===== src/rtl/cronometro_pkg.sv =====
// Shared stopwatch definitions: FSM state encoding, prescaler width and default rate.
// Also imported by the digit counters and the display mux.
package cronometro_pkg;

  typedef enum logic [1:0] {
    ST_IDLE  = 2'b00,
    ST_RUN   = 2'b01,
    ST_PAUSE = 2'b10,
    ST_LAP   = 2'b11
  } state_t;

  localparam int PRESCALE_DEF = 500000;
  localparam int PRESC_W      = 24;

  function automatic logic is_counting(input state_t s);
    return (s == ST_RUN) || (s == ST_LAP);
  endfunction

endpackage


===== src/rtl/boton_pulso.sv =====
// Raw button to one-cycle pulse: 2-FF synchronizer, optional debounce, rising-edge detect.
// Debounce counter present only when DEBOUNCE_EN is defined.
module boton_pulso #(
  parameter int DEBOUNCE_CYCLES = 500000
) (
  input  logic clk,
  input  logic rst,
  input  logic btn,
  output logic pulse
);

  logic sync1, sync2;
  logic level, level_q;

  always_ff @(posedge clk) begin
    if (rst) begin
      sync1 <= 1'b0;
      sync2 <= 1'b0;
    end else begin
      sync1 <= btn;
      sync2 <= sync1;
    end
  end

`ifdef DEBOUNCE_EN
  localparam int CW = $clog2(DEBOUNCE_CYCLES + 1);
  logic [CW-1:0] db_cnt;

  // Saturates at the threshold so a long press yields a single accepted level.
  always_ff @(posedge clk) begin
    if (rst || !sync2) begin
      db_cnt <= '0;
    end else if (db_cnt != CW'(DEBOUNCE_CYCLES)) begin
      db_cnt <= db_cnt + 1'b1;
    end
  end

  assign level = (db_cnt == CW'(DEBOUNCE_CYCLES));
`else
  assign level = sync2;
`endif

  always_ff @(posedge clk) begin
    if (rst) begin
      level_q <= 1'b0;
    end else begin
      level_q <= level;
    end
  end

  assign pulse = level & ~level_q;

endmodule


===== src/rtl/control_cronometro.sv =====
// Stopwatch run/pause/lap/reset controller with centisecond prescaler.
// Build with DEBOUNCE_EN defined to add per-button debounce counters.
module control_cronometro
  import cronometro_pkg::*;
#(
  parameter int PRESCALE        = PRESCALE_DEF,
  parameter int DEBOUNCE_CYCLES = 500000
) (
  input  logic       clk,
  input  logic       rst,
  input  logic       btn_start_stop,
  input  logic       btn_reset,
  input  logic       btn_lap,
  input  logic       max_reached,
  output logic       stay,
  output logic       clr,
  output logic       hold,
  output logic       running,
  output logic [1:0] state
);

  logic               p_start_stop, p_reset, p_lap;
  state_t             st, st_nxt;
  logic [PRESC_W-1:0] presc, presc_nxt;
  logic               tick;
  logic               stay_nxt, clr_nxt, hold_nxt, running_nxt;

  boton_pulso #(.DEBOUNCE_CYCLES(DEBOUNCE_CYCLES)) u_bp_start_stop (
    .clk   (clk),
    .rst   (rst),
    .btn   (btn_start_stop),
    .pulse (p_start_stop)
  );

  boton_pulso #(.DEBOUNCE_CYCLES(DEBOUNCE_CYCLES)) u_bp_reset (
    .clk   (clk),
    .rst   (rst),
    .btn   (btn_reset),
    .pulse (p_reset)
  );

  boton_pulso #(.DEBOUNCE_CYCLES(DEBOUNCE_CYCLES)) u_bp_lap (
    .clk   (clk),
    .rst   (rst),
    .btn   (btn_lap),
    .pulse (p_lap)
  );

  always_ff @(posedge clk) begin
    if (rst) begin
      st      <= ST_IDLE;
      presc   <= '0;
      stay    <= 1'b0;
      clr     <= 1'b0;
      hold    <= 1'b0;
      running <= 1'b0;
    end else begin
      st      <= st_nxt;
      presc   <= presc_nxt;
      stay    <= stay_nxt;
      clr     <= clr_nxt;
      hold    <= hold_nxt;
      running <= running_nxt;
    end
  end

  assign tick = is_counting(st) && (presc == PRESC_W'(PRESCALE - 1));

  // Reset beats saturation, saturation beats the remaining buttons.
  always_comb begin
    st_nxt = st;
    if (p_reset) begin
      st_nxt = ST_IDLE;
    end else if (tick && max_reached) begin
      st_nxt = ST_PAUSE;
    end else begin
      case (st)
        ST_IDLE:  if (p_start_stop) st_nxt = ST_RUN;
        ST_RUN: begin
          if (p_start_stop)  st_nxt = ST_PAUSE;
          else if (p_lap)    st_nxt = ST_LAP;
        end
        ST_LAP: begin
          if (p_start_stop)  st_nxt = ST_PAUSE;
          else if (p_lap)    st_nxt = ST_RUN;
        end
        ST_PAUSE: if (p_start_stop && !max_reached) st_nxt = ST_RUN;
        default:  st_nxt = ST_IDLE;
      endcase
    end
  end

  always_comb begin
    stay_nxt    = tick && !max_reached && !p_reset;
    clr_nxt     = p_reset;
    hold_nxt    = (st_nxt == ST_LAP);
    running_nxt = is_counting(st_nxt);
    presc_nxt   = presc;
    if (st_nxt == ST_IDLE) begin
      presc_nxt = '0;
    end else if (is_counting(st)) begin
      presc_nxt = tick ? '0 : presc + 1'b1;
    end
  end

  assign state = st;

endmodule


===== config.mk =====
export PLATFORM = sky130hd
export DESIGN_NAME = control_cronometro
export DESIGN_NICKNAME = d
export VERILOG_FILES = /design/src/rtl/cronometro_pkg.sv /design/src/rtl/boton_pulso.sv /design/src/rtl/control_cronometro.sv
export SDC_FILE = /design/constraint.sdc
export NUM_CORES = 1
export LEC_CHECK = 0
export BUFFER_PORTS_ARGS = -buffer_cell sky130_fd_sc_hd__buf_2
export CAP_MARGIN = 25
export CORE_UTILIZATION = 63
export CTS_CLUSTER_DIAMETER = 150
export DETAILED_ROUTE_END_ITERATION = 10
export PLACE_DENSITY = 0.83
export SYNTH_ARGS = -nofsm -noshare
export SYNTH_HDL_FRONTEND = slang
export SYNTH_HIERARCHICAL = 1
export SYNTH_SLANG_ARGS = --single-unit

===== constraint.sdc =====
create_clock -name clk -period 3.07 [get_ports clk]
set_input_delay 0.1535 -clock clk [delete_from_list [all_inputs] [get_ports clk]]
set_output_delay 0.1535 -clock clk [all_outputs]
set_load 0.05 [all_outputs]

Word-level counts from Yosys, hierarchy flattened
Index checks and enable logic that the tools add are counted.
{"block": "word_totals", "latchBits": 0, "romBits": 0, "mem_count": 0, "ff_bits": 39, "wordCells": 50, "ramBits": 0, "inputBits": 6, "output_inout_bits": 6}
{"block": "classes", "div_mod_pow": 0, "addsub": 1, "n_mux": 10, "order_cmp": 0, "n_eq_ne": 6, "n_bitwise": 6, "multipliers": 0, "reduce_logical": 12, "n_shift": 0}
{"cell": "24-bit by 1-bit adder with 24-bit output, second input constant", "count": 1}
{"cell": "24-bit by 19-bit == test with 1-bit output, second input constant", "count": 1}
{"cell": "24-bit 2-to-1 mux", "count": 1}
{"cell": "2-bit 2-to-1 mux", "count": 8}
{"cell": "2-bit one-hot mux with 4 select lines", "count": 1}
{"cell": "2-bit == test, second input constant", "count": 3}
{"cell": "1-bit logical AND", "count": 5}
{"cell": "2-bit by 1-bit == test with 1-bit output, second input constant", "count": 2}
{"cell": "2-bit logical NOT", "count": 2}
{"cell": "1-bit bitwise AND", "count": 3}
{"cell": "1-bit inverter", "count": 3}
{"cell": "1-bit logical NOT", "count": 2}
{"cell": "1-bit logical OR", "count": 2}
{"cell": "2-bit OR reduction", "count": 1}

Logic depth before layout (Yosys ltp)
Gate-level depths: netlist of run 1.
{"block": "depth", "ltp_word": 9, "ltp_mapped": 7, "ltp_nobuf": 5}

By module
The synthesis of run 1 kept the hierarchy.
{"module": "control_cronometro", "area_each_um2": 1433.9, "seq_area_each_um2": 580.6, "cells_each": 159, "n_inst": 1}
{"module": "boton_pulso", "area_each_um2": 87.6, "seq_area_each_um2": 60.1, "cells_each": 7, "n_inst": 3}

Worst setup path after synthesis of run 1
No wires, ideal clock.
{"block": "synth_path", "path_type": "register to register", "startpoint": "reg running (netlist name)", "endpoint": "reg presc[17]", "t_required_ns": 3.004, "setup_time_ns": 0.066, "t_arrival_ns": 1.898, "path_buffers": 2, "path_stages_with_launch": 7, "synth_period_minus_slack_ns": 1.964, "setup_slack_ns": 1.106, "cell_sequence": "dfxtp_1 buf_4 and3_2 nand2_4 buf_6 or4_4 a21oi_2"}
{"element": "end signal: assignment", "line": "control_cronometro.sv:59", "text": "presc <= presc_nxt;"}
{"element": "end: declaration", "line": "control_cronometro.sv:24", "text": "logic [PRESC_W-1:0] presc, presc_nxt;"}

==> results of run 1 <==
-- power by group --
| group | switching, µW | internal (µW) | total [µW] |
|---|---|---|---|
| Combinational | 20.1 | 12.3 | 32.4 |
| Clock | 157 | 82.3 | 240 |
| Sequential | 3.34 | 499 | 502 |
-- area by class of cell --
type	count	area (µm²)	area share, %
Inverter	1	3.754	0.2094
Clock buffer	5	37.54	2.094
Clock inverter	2	10.01	0.5583
Multi-Input combinational cell	134	878.3	48.99
Timing Repair Buffer	12	65.06	3.629
Sequential cell	38	760.7	42.43
Tap cell	30	37.54	2.094
-- routing by layer --
metal / global-route usage [%] / share of wire, %
met5: 0 / 0
met3: 9.887 / 3.7
met1: 31.77 / 45
met2: 38.89 / 49
met4: 13.16 / 1.5
-- logic make-up (layout without fill, tap and decap cells) --
| kind of cell | after synthesis | count (layout) | synth area share (%) |
|---|---|---|---|
| adder cells (fa/ha/maj) | 1 | 1 | 0.7373 |
| AND/OR/NAND/NOR | 89 | 89 | 32.38 |
| flip-flops | 38 | 38 | 44.84 |
| XOR/XNOR | 11 | 11 | 5.679 |
| buffers and inverters | 8 | 20 | 3.391 |
| AO/OA/AOI/OAI | 33 | 33 | 12.98 |
-- metrics by stage --
step / cells / setup WS, ns / hold slack, ns
after detailed placement: 214 / 1.215 / 0.3691
after CTS: 221 / 1.188 / 0.001113
after global routing: 222 / 0.9896 / 0.004475
after global placement: 214 / 1.320 / 0.3624
after floorplan: 180 / 1.106 / 0.2251
final: 222 / 1.193 / 0.01248
-- cell usage after synthesis --
| master | count |
|---|---|
| nor2b_2 | 3 |
| and2_1 | 1 |
| nand4_4 | 1 |
| and4_1 | 1 |
| nor3_1 | 2 |
| and3_1 | 6 |
| o21ai_0 | 5 |
| or4b_1 | 1 |
| or4_4 | 2 |
| and3_2 | 1 |
| nor3b_1 | 1 |
| nor4b_2 | 1 |
| o31ai_1 | 9 |
| nand4_1 | 6 |
| nand3_1 | 12 |
| clkbuf_1 | 1 |
| buf_2 | 1 |
| nand2b_1 | 3 |
| nand2_4 | 1 |
| a21boi_1 | 1 |
| nor2_1 | 14 |
| dfxtp_1 | 38 |
| or3_1 | 3 |
| xor2_1 | 8 |
| xnor2_1 | 3 |
| nor4_1 | 4 |
| a21oi_2 | 2 |
| buf_4 | 3 |
| a21oi_1 | 12 |
| or4_1 | 6 |
| nand2_1 | 7 |
| o21a_1 | 1 |
| o221ai_1 | 1 |
| inv_1 | 1 |
| o211ai_1 | 1 |
| o21bai_4 | 1 |
| ha_1 | 1 |
| buf_6 | 2 |
| nor2b_1 | 12 |
| nand2_2 | 1 |
-- how the worst min path moves through the flow --
stage	to	slack (ns)	cells past startpoint
after global routing	u_bp_reset/sync1$_SDFF_PP0_	0.004	2
after floorplan	clr$_SDFF_PP0_	0.23	1
after CTS	u_bp_reset/sync1$_SDFF_PP0_	0.001	2
after global placement	u_bp_start_stop/sync1$_SDFF_PP0_	0.36	2
final	u_bp_reset/sync1$_SDFF_PP0_	0.01	2
after detailed placement	u_bp_reset/sync1$_SDFF_PP0_	0.37	2
-- layout by cell type (no fill, tap or decap), types with 2 or more instances in the layout --
| master | count |
|---|---|
| a21oi_1 | 12 |
| or3_1 | 3 |
| nand4_1 | 6 |
| buf_2 | 11 |
| or4_1 | 6 |
| nor2_1 | 14 |
| nor3_1 | 2 |
| or4_4 | 2 |
| nand2_1 | 7 |
| clkbuf_4 | 5 |
| nand3_1 | 12 |
| xor2_1 | 8 |
| o31ai_1 | 9 |
| xnor2_1 | 3 |
| a21oi_2 | 2 |
| dfxtp_1 | 38 |
| nor4_1 | 4 |
| nor2b_1 | 12 |
| clkinv_2 | 2 |
| nand2b_1 | 3 |
| o21ai_0 | 5 |
| and3_1 | 6 |
| nor2b_2 | 3 |
==> run metrics, run 1 <==
Achievable Freq=532.7 MHz; post-DR vias/cell=6.167; status=complete, no violations; DRT iter0 DRCs=22; Vias=around 1400; clock slew at reported path FFs=0.11 ns; Sink Count=38; Final ANT Viol Nets=0; actual slew at the worst max-slew pin=0.6952 ns; RSZ-0062 raised after global routing=no; post-CTS setup buffers=0; Worst-Skew Late Latency=0.34 ns; Slew Limit Fails=0; Final Util=a little under three quarters; TritonCTS buffer count=5; max_cap viols=0; CP Data Required Time=between 3 and 4 ns; Top Ports=12; H-tree Lvls=2; Die Area=0.002905 mm²; global route overflow=0; top post-synthesis cells by area=dfxtp_1 (45%), nor2b_1 (4.4%), xor2_1 (4.1%); worst-path cell chain=and2_1 -> nand3_1 -> o21bai_4 -> nor2_1; initial antenna violation count=0; worst setup path startpoint=running$_SDFF_PP0_; largest stage delay on the critical path=0.52 ns; die height=53.90 µm; Final Critical Period=1.877 ns; routability cong.=0.7848; PD cells=431.7 mW/mm²; syn avg cell area=9.426 µm²; ant diodes=0; root buf cell=clkbuf_4; die width=53.90 µm; number of global-route vias before repair=1216; Max Root-Sink Buffers=2; fin crit share=61.15%; cell count after synthesis=180; largest net degree at the start of global routing=20; WL final=roughly 3.3 mm; CP Class=reg2reg; WL per Instance=14.71 µm; R2R cell count=4; crit path to=presc[7]$_SDFFE_PP0P_; Worst R2R Start=running$_SDFF_PP0_; count of cell types in the netlist=40; layout overhead on the synthesized area=5.679%; Yosys reg bits=38; Hold Crit Class=in2reg; DRC violations left=0; Hold Vio Cnt, Final=0; PortBufs=11; post_cts resized=0; Leak=between 0.0006 and 0.0007 µW; flop2flop setup slack=1.19 ns; CORE AREA=0.002500 mm²; Largest register FFs=24; Area after DPL=0.001735 mm²; maximum vdd drop=0.4439 mV; Fillers=200; Setup violations, final=0; Post-DP HPWL=about 2.3 mm; Setup Total Neg Slack=0 ns; Mapped Nets=around 190; dominant cell type by area after synthesis=dfxtp_1; Largest Register=presc; Initial Util=67.87%; WP depth=4; GR Util All Layers=about a quarter; layout cells sized above 1=~16%; final instance area=roughly 0.0018 mm²; Slowest cell on crit path=dfxtp_1; crit path DAT=approximately 2.1 ns; Hold Startpoint=btn_reset; post-synth top area share=44.84%; Syn Std Cell Area=about 0.0017 mm²; Slew HR=53.26%; # hold bufs at CTS=0; Row Count=18; critical path's top delay family=simple AND/OR/NAND/NOR gates; yosys warns=6; nets=199; WP buf/inv=0; maximum fanout along the worst path=19; TritonCTS clock tree=yes; Seq/Total Area, Yosys=between 40% and 50%; Setup Skew=about 0.0064 ns; Setup crit start kind=flip-flop; worst flop-to-flop path endpoint=presc[7]$_SDFFE_PP0P_; first-pass GRT wire length=5.230 mm; Crit. End Element=flip-flop; detailed-router iteration count before antenna repair=4; Final Power=774.1 µW
(Power assumes the default switching activity.)
==> inputs of run 2 (changes only) <==
--- a/config.mk
+++ b/config.mk
@@ -7,10 +7,10 @@
 export LEC_CHECK = 0
 export BUFFER_PORTS_ARGS = -buffer_cell sky130_fd_sc_hd__buf_2
 export CAP_MARGIN = 25
-export CORE_UTILIZATION = 63
+export CORE_UTILIZATION = 53
 export CTS_CLUSTER_DIAMETER = 150
 export DETAILED_ROUTE_END_ITERATION = 10
-export PLACE_DENSITY = 0.83
+export PLACE_DENSITY = 0.74
 export SYNTH_ARGS = -nofsm -noshare
 export SYNTH_HDL_FRONTEND = slang
 export SYNTH_HIERARCHICAL = 1
==> constraint.sdc (replaced) <==
create_clock -name clk -period 1.7 [get_ports clk]
set_input_delay 0.085 -clock clk [delete_from_list [all_inputs] [get_ports clk]]
set_output_delay 0.085 -clock clk [all_outputs]
set_load 0.05 [all_outputs]
==> run metrics, run 2 (same netlist as run 1, synthesis figures left out) <==
status=complete, no violations (unchanged); Worst R2R Start=presc[10]$_SDFFE_PP0P_ (was running$_SDFF_PP0_); Sink Count=38 (unchanged); Largest Register=presc (unchanged); PD cells=717.3 mW/mm² (was 431.7 mW/mm²); WL final=3.524 mm (was 3.265 mm); detailed-router iteration count before antenna repair=4 (unchanged); TritonCTS buffer count=5 (unchanged); actual slew at the worst max-slew pin=0.5223 ns (was 0.6952 ns); Setup crit start kind=flip-flop (unchanged); Setup Skew=0.009360 ns (was 0.006357 ns); CORE AREA=0.003053 mm² (was 0.002500 mm²); crit path DAT=1.88 ns (was 2.10 ns); TritonCTS clock tree=yes (unchanged); layout cells sized above 1=28.64% (was 16.15%); nets=219 (was 199); PortBufs=11 (unchanged); DRC violations left=0 (unchanged); WL met1=1.619 mm (was 1.484 mm); Post-DP HPWL=2.325 mm (was 2.323 mm); Slew Limit Fails=0 (unchanged); maximum fanout along the worst path=9 (was 19); Leak=0.0007457 µW (was 0.0006241 µW); Worst-Skew Late Latency=0.34 ns (about the same); Final Power=1471 µW (was 774.1 µW); Largest register FFs=24 (unchanged); ant diodes=0 (unchanged); most frequent cells in the layout=dfxtp_1 (33), buf_4 (15), nor2_1 (14) (was dfxtp_1 (38), nor2_1 (14), nand3_1 (12), a21oi_1 (12), nor2b_1 (12)); global route overflow=0 (unchanged); Vias=1431 (was 1369); routability cong.=0.7504 (was 0.7848); fin crit share=94.95% (was 61.15%); flop2flop setup slack=0.09 ns (was 1.19 ns); worst flop-to-flop path endpoint=presc[23]$_SDFFE_PP0P_ (was presc[7]$_SDFFE_PP0P_); H-tree Lvls=2 (unchanged); Fillers=257 (was 200); Top Ports=12 (unchanged); post-DR vias/cell=5.568 (was 6.167); largest stage delay on the critical path=0.49 ns (was 0.52 ns); Slowest cell on crit path=or4_1 (was dfxtp_1); initial antenna violation count=0 (unchanged); maximum vdd drop=0.6226 mV (was 0.4439 mV); max_cap viols=0 (unchanged); total length of routed met3 wires=113 µm (was 121 µm); RSZ-0062 raised after global routing=no (unchanged); Worst Hold Path Cells=2 (unchanged); Hold Crit Class=in2reg (unchanged); R2R cell count=4 (unchanged); DRT iter0 DRCs=104 (was 22); Achievable Freq=619.5 MHz (was 532.7 MHz); CP Data Required Time=1.96 ns (was 3.30 ns); layout overhead on the synthesized area=20.87% (was 5.679%); Final Critical Period=1.614 ns (was 1.877 ns); first-pass GRT wire length=5.844 mm (was 5.230 mm); Slew HR=64.97% (was 53.26%); die height=58.58 µm (was 53.90 µm); setup slack after layout=0.08579 ns (was 1.193 ns); top sig layer=met4 (unchanged); DP Worst Slack=-0.03641 ns (was 1.215 ns); clock slew at reported path FFs=0.12 ns (was 0.11 ns); Final ANT Viol Nets=0 (unchanged); Max Root-Sink Buffers=2 (unchanged); WL met2=1.756 mm (was 1.610 mm); root buf cell=clkbuf_4 (unchanged); Hold Startpoint=rst (was btn_reset); largest net degree at the start of global routing=20 (unchanged); Setup violations, final=0 (unchanged); Initial Util=55.57% (was 67.87%); WL per Instance=13.71 µm (was 14.71 µm); Hold Vio Cnt, Final=0 (unchanged); worst-path cell chain=and3_2 -> nand4_4 -> or4_1 -> a21oi_1 (was and2_1 -> nand3_1 -> o21bai_4 -> nor2_1); die width=58.58 µm (was 53.90 µm); GR Util All Layers=22.59% (was 25.83%); CP Class=reg2reg (unchanged); number of global-route vias before repair=1349 (was 1216); Die Area=0.003432 mm² (was 0.002905 mm²); Crit. End Element=flip-flop (unchanged); Row Count=20 (was 18); hold endpoint=u_bp_reset/level_q$_SDFF_PP0_ (was u_bp_reset/sync1$_SDFF_PP0_); most common cell after layout, fill and taps aside=dfxtp_1 (unchanged)
-- run 2: cell count changes in the layout (fill, tap and decap cells not counted), moves of 2 or more --
cell / change
and3_1: -3
buf_12: +2
buf_4: +15
dfxtp_2: +4
dlygate4sd3_1: +2
dfxtp_1: -5
and3_2: +2
-- run 2: area by class of cell --
cell class | instances | area [µm²] | area share (%)
Inverter | 1 | 3.754 | 0.1830
Timing Repair Buffer | 31 | 237.7 | 11.59
Clock inverter | 2 | 12.51 | 0.6101
Tap cell | 44 | 55.05 | 2.685
Multi-Input combinational cell | 135 | 920.9 | 44.91
Sequential cell | 38 | 769.5 | 37.52
Clock buffer | 6 | 51.30 | 2.502
-- run 2: where the power goes --
part           internal [µW]  total [µW]  switching [µW]
Combinational           30.4        69.3            38.9
Sequential               900         907            6.89
Clock                    199         495             296
-- run 2: per-stage QoR --
step	TNS (ns)	util, %	hold slack (ns)	instances	area [µm²]
after global routing	0	67.17	0.02034	257	2051
after floorplan	0	-	0.1566	180	1700
after detailed placement	-0.4882	61.56	0.3035	241	1879
final	0	67.17	0.01774	257	2051
after CTS	0	65.33	0.01139	254	1994
after global placement	0	61.56	0.2936	241	1879
-- run 2: how the worst max path moves through the flow --
stage | from | to | slack (ns)
final | presc[10]$_SDFFE_PP0P_ | presc[23]$_SDFFE_PP0P_ | 0.09
after global routing | presc[7]$_SDFFE_PP0P_ | presc[20]$_SDFFE_PP0P_ | 0.004
after CTS | presc[5]$_SDFFE_PP0P_ | presc[20]$_SDFFE_PP0P_ | 0.01
after detailed placement | u_bp_start_stop/level$_SDFF_PP0_ | presc[20]$_SDFFE_PP0P_ | -0.04
after global placement | presc[0]$_SDFFE_PP0P_ | presc[18]$_SDFFE_PP0P_ | 0.05
after floorplan | presc[0]$_SDFFE_PP0P_ | presc[13]$_SDFFE_PP0P_ | 0.005
-- run 2: what timing repair did --
item | in CTS | in global routing
endpoints found under the hold margin | 3 | 0
cloned | 0 | 1
hold buffers | 3 | 0
resized for setup | 2 | 11
setup endpoints to repair | 19 | 9
buffers inserted | 2 | 2
pin swaps | 1 | 1
-- run 2: worst max-delay path, delay by kind of cell (launching register included) --
family             cells  cell delay (ns)
and+or+nand+nor        3             0.96
DFF                    1             0.41
AOI/OAI and AO/OA      1             0.17
-- run 2: layer usage --
metal  up-vias  track usage [%]
met2        27            38.42
met5         -                0
met1       667            27.15
li1        731                -
met4         0            9.184
met3         6            5.934
==> inputs of run 3 (changes only) <==
--- a/config.mk
+++ b/config.mk
@@ -5,12 +5,12 @@
 export SDC_FILE = /design/constraint.sdc
 export NUM_CORES = 1
 export LEC_CHECK = 0
-export BUFFER_PORTS_ARGS = -buffer_cell sky130_fd_sc_hd__buf_2
+export BUFFER_PORTS_ARGS = -buffer_cell sky130_fd_sc_hd__clkbuf_2
 export CAP_MARGIN = 25
-export CORE_UTILIZATION = 53
+export CORE_UTILIZATION = 63
 export CTS_CLUSTER_DIAMETER = 150
 export DETAILED_ROUTE_END_ITERATION = 10
-export PLACE_DENSITY = 0.74
+export PLACE_DENSITY = 0.83
 export SYNTH_ARGS = -nofsm -noshare
 export SYNTH_HDL_FRONTEND = slang
 export SYNTH_HIERARCHICAL = 1
==> constraint.sdc (replaced) <==
create_clock -name clk -period 1.9 [get_ports clk]
set_input_delay 0.095 -clock clk [delete_from_list [all_inputs] [get_ports clk]]
set_output_delay 0.095 -clock clk [all_outputs]
set_load 0.05 [all_outputs]
==> run metrics, run 3 (same netlist as run 1, synthesis figures left out) <==
Fillers=183 (was 257); Final ANT Viol Nets=0 (unchanged); worst hold margin=0.03622 ns (was 0.01774 ns); Vias=1364 (was 1431); GR Util All Layers=26.23% (was 22.59%); number of global-route vias before repair=1220 (was 1349); RSZ-0062 raised after global routing=no (unchanged); post-DR vias/cell=6.009 (was 5.568); die height=53.90 µm (was 58.58 µm); Crit. End Element=flip-flop (unchanged); WL final=3.266 mm (was 3.524 mm); layout overhead on the synthesized area=9.145% (was 20.87%); WL per Instance=14.39 µm (was 13.71 µm); Initial Util=67.87% (was 55.57%); largest net degree at the start of global routing=19 (was 20); ant diodes=0 (unchanged); max_cap viols=0 (unchanged); critical path's top delay family=simple AND/OR/NAND/NOR gates (unchanged); maximum fanout along the worst path=7 (was 9); global route overflow=0 (unchanged); most frequent cells in the layout=dfxtp_1 (37), nor2_1 (14), a21oi_1 (12), nor2b_1 (12) (was dfxtp_1 (33), buf_4 (15), nor2_1 (14)); Sink Count=38 (unchanged); PD cells=715.7 mW/mm² (was 717.3 mW/mm²); WP buf/inv=0 (unchanged); Leak=0.0006402 µW (was 0.0007457 µW); first-pass GRT wire length=5.333 mm (was 5.844 mm); TritonCTS buffer count=5 (unchanged); die width=53.90 µm (was 58.58 µm); maximum vdd drop=0.7003 mV (was 0.6226 mV); DRT iter0 DRCs=34 (was 104); most common cell after layout, fill and taps aside=dfxtp_1 (unchanged); CP Data Required Time=2.19 ns (was 1.96 ns); Die Area=0.002905 mm² (was 0.003432 mm²); Slew Limit Fails=0 (unchanged); Setup crit start kind=flip-flop (unchanged); fin crit share=93.28% (was 94.95%); TritonCTS clock tree=yes (unchanged); Slowest cell on crit path=or4_1 (unchanged); root buf cell=clkbuf_4 (unchanged); Worst-Skew Late Latency=0.36 ns (was 0.34 ns); Row Count=18 (was 20); post-CTS setup buffers=0 (was 2); Cells after DPL=216 (was 241); crit path DAT=2.06 ns (was 1.88 ns); Final Power=1325 µW (was 1471 µW); Setup violations, final=0 (unchanged); CP Class=reg2reg (unchanged); CORE AREA=0.002500 mm² (was 0.003053 mm²); Slew HR=51.61% (was 64.97%); Final Critical Period=1.772 ns (was 1.614 ns); H-tree Lvls=2 (unchanged); nets=203 (was 219); Largest register FFs=24 (unchanged); largest stage delay on the critical path=0.52 ns (was 0.49 ns); clock slew at reported path FFs=0.12 ns (about the same); Largest Register=presc (unchanged); Post-DP HPWL=2.294 mm (was 2.325 mm); Hold Crit Class=in2reg (unchanged); worst-path cell chain=ha_1 -> and2_1 -> nand2_2 -> or4_1 -> a21oi_1 (was and3_2 -> nand4_4 -> or4_1 -> a21oi_1); Setup Total Neg Slack=0 ns (unchanged); Max Root-Sink Buffers=2 (unchanged); Post-Layout Cell Count=227 (was 257); layout cells sized above 1=18.78% (was 28.64%); PortBufs=11 (unchanged); actual slew at the worst max-slew pin=0.7197 ns (was 0.5223 ns); initial antenna violation count=0 (unchanged); Setup Skew=0.01146 ns (was 0.009360 ns); Achievable Freq=564.2 MHz (was 619.5 MHz); status=complete, no violations (unchanged); routability cong.=0.8267 (was 0.7504); DRC violations left=0 (unchanged); Hold Vio Cnt, Final=0 (unchanged); flop2flop setup slack=0.13 ns (was 0.09 ns); Top Ports=12 (unchanged); detailed-router iteration count before antenna repair=4 (unchanged)
run 3: cell count changes in the layout (fill, tap and decap cells not counted), sizes merged:
cell	before	now
nand4	8	7
clkbuf	6	17
buf	28	2
run 3: power by group:
| group | switching (µW) | total [µW] | internal, µW |
|---|---|---|---|
| clock | 276 | 454 | 178 |
| sequential | 5.94 | 812 | 806 |
| combinational | 34.2 | 59.3 | 25.2 |
run 3: through the flow:
| step | utilization [%] | area (µm²) | setup slack (ns) |
|---|---|---|---|
| 6_report | 74.07 | 1852 | 0.1277 |
| 5_1_grt | 74.07 | 1852 | 0.007907 |
| 4_1_cts | 73.82 | 1846 | 0.09015 |
| 3_5_place_dp | 70.07 | 1752 | 0.1305 |
| 3_3_place_gp | 70.07 | 1752 | 0.2319 |
| 2_1_floorplan | - | 1698 | 0.1259 |
run 3: layout make-up:
class,count,area [µm²],area share [%]
clock buffers,6,51.30,2.770
flip-flops and latches,38,762.0,41.15
multi-input cells,134,884.6,47.77
well taps,30,37.54,2.027
repair buffers,16,100.1,5.405
clock inverters,2,12.51,0.6757
inverters,1,3.754,0.2027
run 3: metal layers:
layer  track usage [%]  wire length (µm)  vias to the layer above
met5                 0                 0                        -
met4             13.60                51                        0
met3             7.062               112                        6
met2             40.53              1588                       24
met1             33.16              1513                      647
li1                  -                 -                      687
run 3: final timing paths:
| kind | from | to | depth (start not counted) |
|---|---|---|---|
| max reg2reg | presc[0]$_SDFFE_PP0P_ | presc[18]$_SDFFE_PP0P_ | 5 |
| min | rst | u_bp_reset/level$_SDFF_PP0_ | 2 |
| max | presc[0]$_SDFFE_PP0P_ | presc[18]$_SDFFE_PP0P_ | 5 |
| min reg2reg | u_bp_reset/sync1$_SDFF_PP0_ | u_bp_reset/level$_SDFF_PP0_ | 1 |
run 3: worst reg2reg max path: cells and delay by family, from the launching register on:
family | cells | cell delay (ns)
flops | 1 | 0.39
fa+ha+maj | 1 | 0.18
simple gates | 3 | 1.00
compound gates | 1 | 0.15
run 3: repair_timing:
item                       4_1_cts  5_1_grt
hold endpoints to repair         3        0
setup endpoints to repair        0        9
gates resized for setup          0        2
hold buffers                     3        0
